## src/rtl/uart_tx_scheduler.sv

```systemverilog
// Byte FIFO that feeds uart_tx one frame at a time, with an optional idle gap between frames.
// Define UART_TX_SCHED_OVERFLOW_EN to build the sticky overflow flag and its clear input.
module uart_tx_scheduler #(
  parameter int unsigned DEPTH_LOG2 = 3,
  parameter int unsigned GAP_CYCLES = 0
) (
  input  logic                  clk,
  input  logic                  rst_n,
  input  logic                  wr_en,
  input  logic [7:0]            wr_data,
  input  logic                  flush,
  input  logic                  clr_overflow,
  input  logic                  tx_busy,
  output logic                  tx_en,
  output logic [7:0]            tx_data,
  output logic                  full,
  output logic                  empty,
  output logic [DEPTH_LOG2:0]   level,
  output logic                  overflow
);

  localparam int unsigned DEPTH = 1 << DEPTH_LOG2;
  localparam logic [DEPTH_LOG2:0]   LVL_FULL = (DEPTH_LOG2+1)'(DEPTH);
  localparam logic [DEPTH_LOG2:0]   LVL_ONE  = (DEPTH_LOG2+1)'(1);
  localparam logic [DEPTH_LOG2-1:0] PTR_ONE  = DEPTH_LOG2'(1);
  localparam logic [7:0]            GAP_LOAD = 8'(GAP_CYCLES);

  typedef enum logic [2:0] {IDLE, LAUNCH, HOLD, WAIT_DONE, GAP} state_e;

  state_e                state_q, state_d;
  logic [DEPTH_LOG2-1:0] rptr_q, rptr_d;
  logic [DEPTH_LOG2-1:0] wptr_q, wptr_d;
  logic [DEPTH_LOG2:0]   level_q, level_d;
  logic [7:0]            gap_q, gap_d;
  logic [7:0]            tx_data_q, tx_data_d;
  logic                  tx_en_q, tx_en_d;
  logic [7:0]            mem_q [DEPTH];
  logic                  full_w, push, pop;

  // Full is judged on the registered level, so a pop in the same cycle never rescues a push.
  assign full_w = (level_q == LVL_FULL);
  assign push   = wr_en && !full_w && !flush;
  assign pop    = (state_q == IDLE) && (level_q != '0) && !flush;

  always_comb begin
    rptr_d  = rptr_q;
    wptr_d  = wptr_q;
    level_d = level_q;
    if (flush) begin
      rptr_d  = '0;
      wptr_d  = '0;
      level_d = '0;
    end else begin
      if (push) wptr_d = wptr_q + PTR_ONE;
      if (pop)  rptr_d = rptr_q + PTR_ONE;
      if (push && !pop)      level_d = level_q + LVL_ONE;
      else if (pop && !push) level_d = level_q - LVL_ONE;
    end
  end

  always_comb begin
    state_d   = state_q;
    gap_d     = gap_q;
    tx_data_d = tx_data_q;
    unique case (state_q)
      IDLE: begin
        if (pop) begin
          state_d   = LAUNCH;
          tx_data_d = mem_q[rptr_q];
        end
      end
      LAUNCH:    state_d = HOLD;
      // Busy from uart_tx lags the launch by a cycle, so HOLD does not look at it.
      HOLD:      state_d = WAIT_DONE;
      WAIT_DONE: begin
        if (!tx_busy) begin
          if (GAP_CYCLES > 0) begin
            state_d = GAP;
            gap_d   = GAP_LOAD;
          end else begin
            state_d = IDLE;
          end
        end
      end
      GAP: begin
        gap_d = gap_q - 8'd1;
        if (gap_q == 8'd1) state_d = IDLE;
      end
      default:   state_d = IDLE;
    endcase
    tx_en_d = (state_d == LAUNCH);
  end

  always_ff @(posedge clk or negedge rst_n) begin
    if (!rst_n) begin
      state_q   <= IDLE;
      rptr_q    <= '0;
      wptr_q    <= '0;
      level_q   <= '0;
      gap_q     <= '0;
      tx_data_q <= '0;
      tx_en_q   <= 1'b0;
    end else begin
      state_q   <= state_d;
      rptr_q    <= rptr_d;
      wptr_q    <= wptr_d;
      level_q   <= level_d;
      gap_q     <= gap_d;
      tx_data_q <= tx_data_d;
      tx_en_q   <= tx_en_d;
    end
  end

  always_ff @(posedge clk) begin
    if (push) mem_q[wptr_q] <= wr_data;
  end

`ifdef UART_TX_SCHED_OVERFLOW_EN
  logic overflow_q, overflow_d;

  always_comb begin
    overflow_d = overflow_q;
    if (clr_overflow) overflow_d = 1'b0;
    if (wr_en && full_w && !flush) overflow_d = 1'b1;
  end

  always_ff @(posedge clk or negedge rst_n) begin
    if (!rst_n) overflow_q <= 1'b0;
    else        overflow_q <= overflow_d;
  end

  assign overflow = overflow_q;
`else
  logic unused_clr_overflow;
  assign unused_clr_overflow = clr_overflow;
  assign overflow = 1'b0;
`endif

  assign tx_en   = tx_en_q;
  assign tx_data = tx_data_q;
  assign full    = full_w;
  assign empty   = (level_q == '0);
  assign level   = level_q;

endmodule

```

## config.mk

```make
export PLATFORM = sky130hd
export DESIGN_NAME = uart_tx_scheduler
export DESIGN_NICKNAME = d
export VERILOG_FILES = /design/src/rtl/uart_tx_scheduler.sv
export SDC_FILE = /design/constraint.sdc
export NUM_CORES = 1
export LEC_CHECK = 0
export ABC_AREA = 1
export CAP_MARGIN = 20
export CORE_MARGIN = 4
export CORE_UTILIZATION = 55
export CTS_BUF_LIST = sky130_fd_sc_hd__clkbuf_16
export DETAILED_ROUTE_END_ITERATION = 7
export GPL_TIMING_DRIVEN = 0
export PLACE_DENSITY_LB_ADDON = 0.05
export RECOVER_POWER = 25
export SLEW_MARGIN = 20
export SYNTH_ARGS = -nofsm -noshare
export SYNTH_HDL_FRONTEND = slang
export SYNTH_SLANG_ARGS = --single-unit
```

## constraint.sdc

```tcl
create_clock -name clk -period 2.4 [get_ports clk]
set_clock_uncertainty 0.15 [all_clocks]
set_input_delay 0.48 -clock clk [delete_from_list [all_inputs] [get_ports clk]]
set_output_delay 0.48 -clock clk [all_outputs]
set_load 0.1 [all_outputs]
```

Word level (Yosys, flattened, before mapping)
Memory sizes are Yosys's and may differ from the RTL's. A register that Yosys moved wholly into a read port is not among the register bits.
Index checks and enable logic that the tools add are counted.
{ "totals": {"register_bits": 22, "latchBits": 0, "ramBits": 64, "romBits": 0, "output_inout_bits": 16, "memories": 1} }
{ "memory_table": {"columns": ["memory", "depth", "word_bits", "rd", "rd_ports_with_merged_regs", "wr", "line", "text"], "rows": [
  ["mem_q", 8, 8, 1, 1, 1, "37", "logic [7:0] mem_q [DEPTH];"]
]} }
{ "op_classes": {"add_sub_neg": 5, "mul": 0, "div": 0, "magnitude_cmp": 0, "eq_ne": 7, "shift": 0, "mux": 13, "bitwise": 0, "n_reduce_logical": 18} }
{ "op_table": {"columns": ["operator", "count"], "rows": [
  ["3-bit two-way mux", 7],
  ["3-bit case mux with 5 select lines", 1],
  ["4-bit two-way mux", 3],
  ["8-bit by 1-bit equality test with 1-bit output, second input constant", 1],
  ["8-bit by 1-bit subtractor with 8-bit output, second input constant", 1],
  ["3-bit by 1-bit adder with 3-bit output, second input constant", 2],
  ["3-bit by 1-bit equality test with 1-bit output, second input constant", 2],
  ["3-bit by 2-bit equality test with 1-bit output, second input constant", 2],
  ["1-bit logical AND", 6],
  ["1-bit zero test", 5],
  ["4-bit by 1-bit adder with 4-bit output, second input constant", 1],
  ["4-bit equality test, second input constant", 1],
  ["4-bit zero test", 1],
  ["2-bit nonzero test", 2],
  ["4-bit nonzero test", 1],
  ["4-bit by 1-bit subtractor with 4-bit output, second input constant", 1],
  ["3-bit equality test, second input constant", 1],
  ["3-bit zero test", 1],
  ["3-bit nonzero test", 1],
  ["1-bit two-way mux", 2],
  ["2-bit AND reduction", 1]
]} }

Longest topological paths before layout
{ "logic_depth": {"depth_word": 9, "depth_mapped": 15} }

Worst setup path before layout
No wires, ideal clock.
{ "synth_path": {"path_kind": "register -> output", "from": "reg level_q[3], in the netlist level[3]", "to": "out full", "arrival_time_ns": 1.940, "t_required_ns": 1.770, "path_slack_ns": -0.170, "path_stages_with_launch": 5, "n_path_buf": 0, "path_cell_list": "dfrtp_1 inv_1 nor2_2 nand2_1 inv_1"} }
{ "synth_via": {"elab_chain_len": 1} }
{ "synth_lines": {"columns": ["element", "line", "text"], "rows": [
  ["start: declaration", "33", "logic [DEPTH_LOG2:0] level_q, level_d;"],
  ["start signal: assignment", "107", "level_q <= level_d;"],
  ["4-bit equality test", "41", "assign full_w = (level_q == LVL_FULL);"],
  ["end: declaration", "16", "output logic full,"]
]} }
No other way between the ends.

Worst setup path after layout
{ "layout_path": {"from": "reg level_q[0], in the netlist level[0]", "to": "out full"} }
The elaborated chain is that of the path after synthesis.

==> metrics.md <==
| Metric | Value |
|---|---|
| Status | finished, violations left |
| Failing checks | capacitance limit, slew limit |
| Reg2Reg Setup Slack | between 0.2 and 0.3 ns |
| R2R depth | 7 |
| Static Leak | 0.00190 uW |
| Worst VDD drop | 0.00104 V |
| Initial antenna violation count | 0 |
| Asr flop ratio synth | 31.9% |
| Sequential area share after synthesis | between 60% and 70% |
| Post-Syn Nets | 377 |
| Clock transition at the registers of the reported paths | around 0.060 ns |
| Final wirelength | approximately 8100 um |
| CP Capture Type | output pin |
| Clk Latency, worst-skew pair | around 0.33 ns |
| Layout cells sized above 1 | 14.3% |
| Crit path DAT | ~1.7 ns |
| Nets | just over 400 |
| Worst Path Max Fanout | 5 |
| Worst slew pin tran | roughly 1.7 ns |
| Period minus WS final | between 2 and 2.5 ns |
| Crit Path Class | reg2out |
| Crit path max-delay family | buffers and inverters |
| Unrepaired setup endpoints after global routing | no |
| H-tree Lvls | 3 |
| Total chip power | around 5600 uW |
| Clock tree sinks | 94 |
| CTS Buffer Depth | 2 |
| CP bufs+invs | 2 |
| Cell taking the most area after synthesis | edfxtp_1 |
| Rows | 30 |
| Most used DFF post-synth | edfxtp_1 |
| Total negative slack | 0 ns |
| Post-synth EDFFs | between 60 and 70 |
| CTS Buf Count | 9 |
| Slowest cell on crit path | clkdlybuf4s15_2 |
| Die width | between 90 and 100 um |
| Headroom to the max-slew limit | -10.7% |
| GPL Wtd Cong | about 0.8 |
| Die Y | 93.3 um |
| Vias per cell | between 5 and 6 |
| Netlist area before placement | 4010 um^2 |
| Placed cells | roughly 480 |
| Vias | 2655 |
| Worst flop-to-flop path startpoint | level[3]$_DFFE_PN0P_ |
| Largest net degree at the start of global routing | 31 |
| Synth Instances | 356 |
| Port bufs | 27 |
| Crit-path max cell delay | about 0.54 ns |
| R2r endpoint | mem_q[3][2]$_DFFE_PP_ |
| Yosys cell types | 31 |
| GRT Residual Overflow | 0 |
| # diodes | 0 |
| Hold Vio Cnt, Final | 0 |
| TritonRoute pass-1 iters | 5 |
| Wirelength per Cell | 16.3 um |
| HP Class | reg2reg |
| Hold endpoint | tx_data[2]$_DFFE_PN0P_ |
| Fin. max-slew vios | 31 |
| Post-place setup slack | -0.266 ns |
| HPWL Detailed | a little over 5000 um |
| Core Util, Final | about two thirds |
| Total track usage | about a fifth |
| Routed Antenna Nets | 0 |
| Initial core utilization | roughly 58% |
| Pwr/cell area | about 1200 nW/um^2 |
| First-pass GRT wire length | 13000 um |
| Synth area leaders | edfxtp_1 48%, dfrtp_1 19%, nor2_1 5.9% |
| Vias in the first global route | 2525 |
| Detailed Route Iter0 Violations | roughly 230 |
| Seq cells post-synth | between 90 and 100 |
| Setup bufs post-CTS | 0 |
| Final worst slack | between 0.1 and 0.15 ns |
| Hold Startpoint | tx_data[2]$_DFFE_PN0P_ |
| Critical path launch point type | flop |
| Post-route insts no fill | 495 |
| Root Driver | clkbuf_16 |
| Core area | approximately 6900 um^2 |
| Synth warn | 0 |
| Die area | between 8000 and 9000 um^2 |
| Filler cells | between 500 and 600 |
| Synth top area share | a little under half |
| FMAX | roughly 0.44 GHz |
| Syn Area/Cell | between 10 and 15 um^2 |
| Max_cap viols | 1 |
| Final worst path period share | a little over nine tenths |
| WHS Path Cells | 2 |
| CP required | ~1.8 ns |
| I/O Pins | 30 |
| Syn-to-layout area delta | 17.6% |
| Final Setup Violations | 0 |
| DRC errors left | 0 |
| CP Cell Sequence | nor2_4 -> nand2_1 -> inv_1 -> clkdlybuf4s15_2 |
| CTS tree | done |
[sequential cells by signal, indices dropped and copies added (netlist names)]
signal   cells
state_q      3
gap_q        8
mem_q       64
rptr_q       3
wptr_q       3
level        4
tx_data      8
tx_en        1
[cell usage in the layout (no fill, tap or decap), types with 9 or more instances in the layout]
cell,n
clkbuf_16,9
dfrtp_1,26
dlygate4sd2_1,13
edfxtp_1,64
inv_1,19
nand2_1,50
nand3_1,19
nor2_1,56
nor2_2,11
o211ai_1,17
o21ai_0,35
[per-stage QoR]
stage	instance area (um^2)	hold slack, ns
finish	4710	0.322
global route	4710	0.347
CTS	4700	0.0664
detailed placement	4400	0.315
global placement	4400	0.307
floorplan	4010	0.0344
[power breakdown]
part / switching, uW / leakage (uW) / internal [uW] / total (uW)
Combinational: 1580 / 0.000773 / 475 / 2060
Sequential: 118 / 0.000969 / 1900 / 2020
Clock: 577 / 0.000159 / 908 / 1490
[repair_timing]
action | CTS | global route
resized for setup | 19 | 8
hold endpoints to repair | 0 | 0
hold buffers | 0 | 0
endpoints found under the setup margin | 15 | 56
[worst min-delay path: cells and delay by family, from the launching register on]
family,cells,cell delay (ns)
AND/OR/NAND/NOR,2,0.10
flip-flops,1,0.34
[worst max-delay path by stage]
stage,start,to,slack [ns],cells after the start
after floorplan,level[0]$_DFFE_PN0P_,level[3]$_DFFE_PN0P_,0.14,14
after global placement,wr_en,mem_q[0][4]$_DFFE_PP_,-0.21,5
after detailed placement,wr_en,mem_q[0][4]$_DFFE_PP_,-0.27,5
after CTS,level[3]$_DFFE_PN0P_,mem_q[1][6]$_DFFE_PP_,0.06,7
after global routing,wr_en,level[3]$_DFFE_PN0P_,0.005,13
final,level[0]$_DFFE_PN0P_,full,0.12,4
[cells in the mapped netlist, types with 2 or more instances]
| cell type | instances |
|---|---|
| edfxtp_1 | 64 |
| nor2_1 | 63 |
| nand2_1 | 50 |
| o21ai_0 | 35 |
| dfrtp_1 | 30 |
| nand3_1 | 19 |
| inv_1 | 18 |
| o211ai_1 | 17 |
| buf_2 | 6 |
| ha_1 | 6 |
| inv_2 | 6 |
| nand2_2 | 5 |
| xor2_1 | 5 |
| clkbuf_1 | 4 |
| nand4_1 | 3 |
| nor2_2 | 3 |
| nor2_4 | 3 |
| o21ai_1 | 3 |
| a21oi_1 | 2 |
| buf_6 | 2 |
| xnor2_1 | 2 |
[kinds of logic (layout without fill, tap and decap cells)]
kind of cell               Yosys count  in the layout  synth area share, %
AOI/OAI and AO/OA                   61             61                 9.06
adders and majority gates            7              7                 2.37
buffers and inverters               38             81                 4.22
xor gates and xnor gates             7              7                 1.53
DFF                                 94             94                 66.7
and+or+nand+nor                    148            148                 16.0
other                                1              1               0.0936
[layer usage]
| layer | wire [um] | global-route usage [%] | up-vias |
|---|---|---|---|
| li1 | - | - | 1302 |
| met1 | 3380 | 27.6 | 1249 |
| met2 | 3820 | 31.1 | 94 |
| met3 | 733 | 4.99 | 10 |
| met4 | 114 | 9.28 | 0 |
| met5 | 0 | 0 | - |
[layout make-up]
cell class	count	area (um^2)	share of cell area, %
flip-flops and latches	94	2680	56.9
multi-input cells	224	1180	25.0
repair buffers	27	250	5.31
clock buffers	9	225	4.78
well taps	96	120	2.55
inverters	25	93.8	1.99
clock inverters	7	90.1	1.91
plain buffers	13	75.1	1.59
Power figures use the tool's default switching activity.
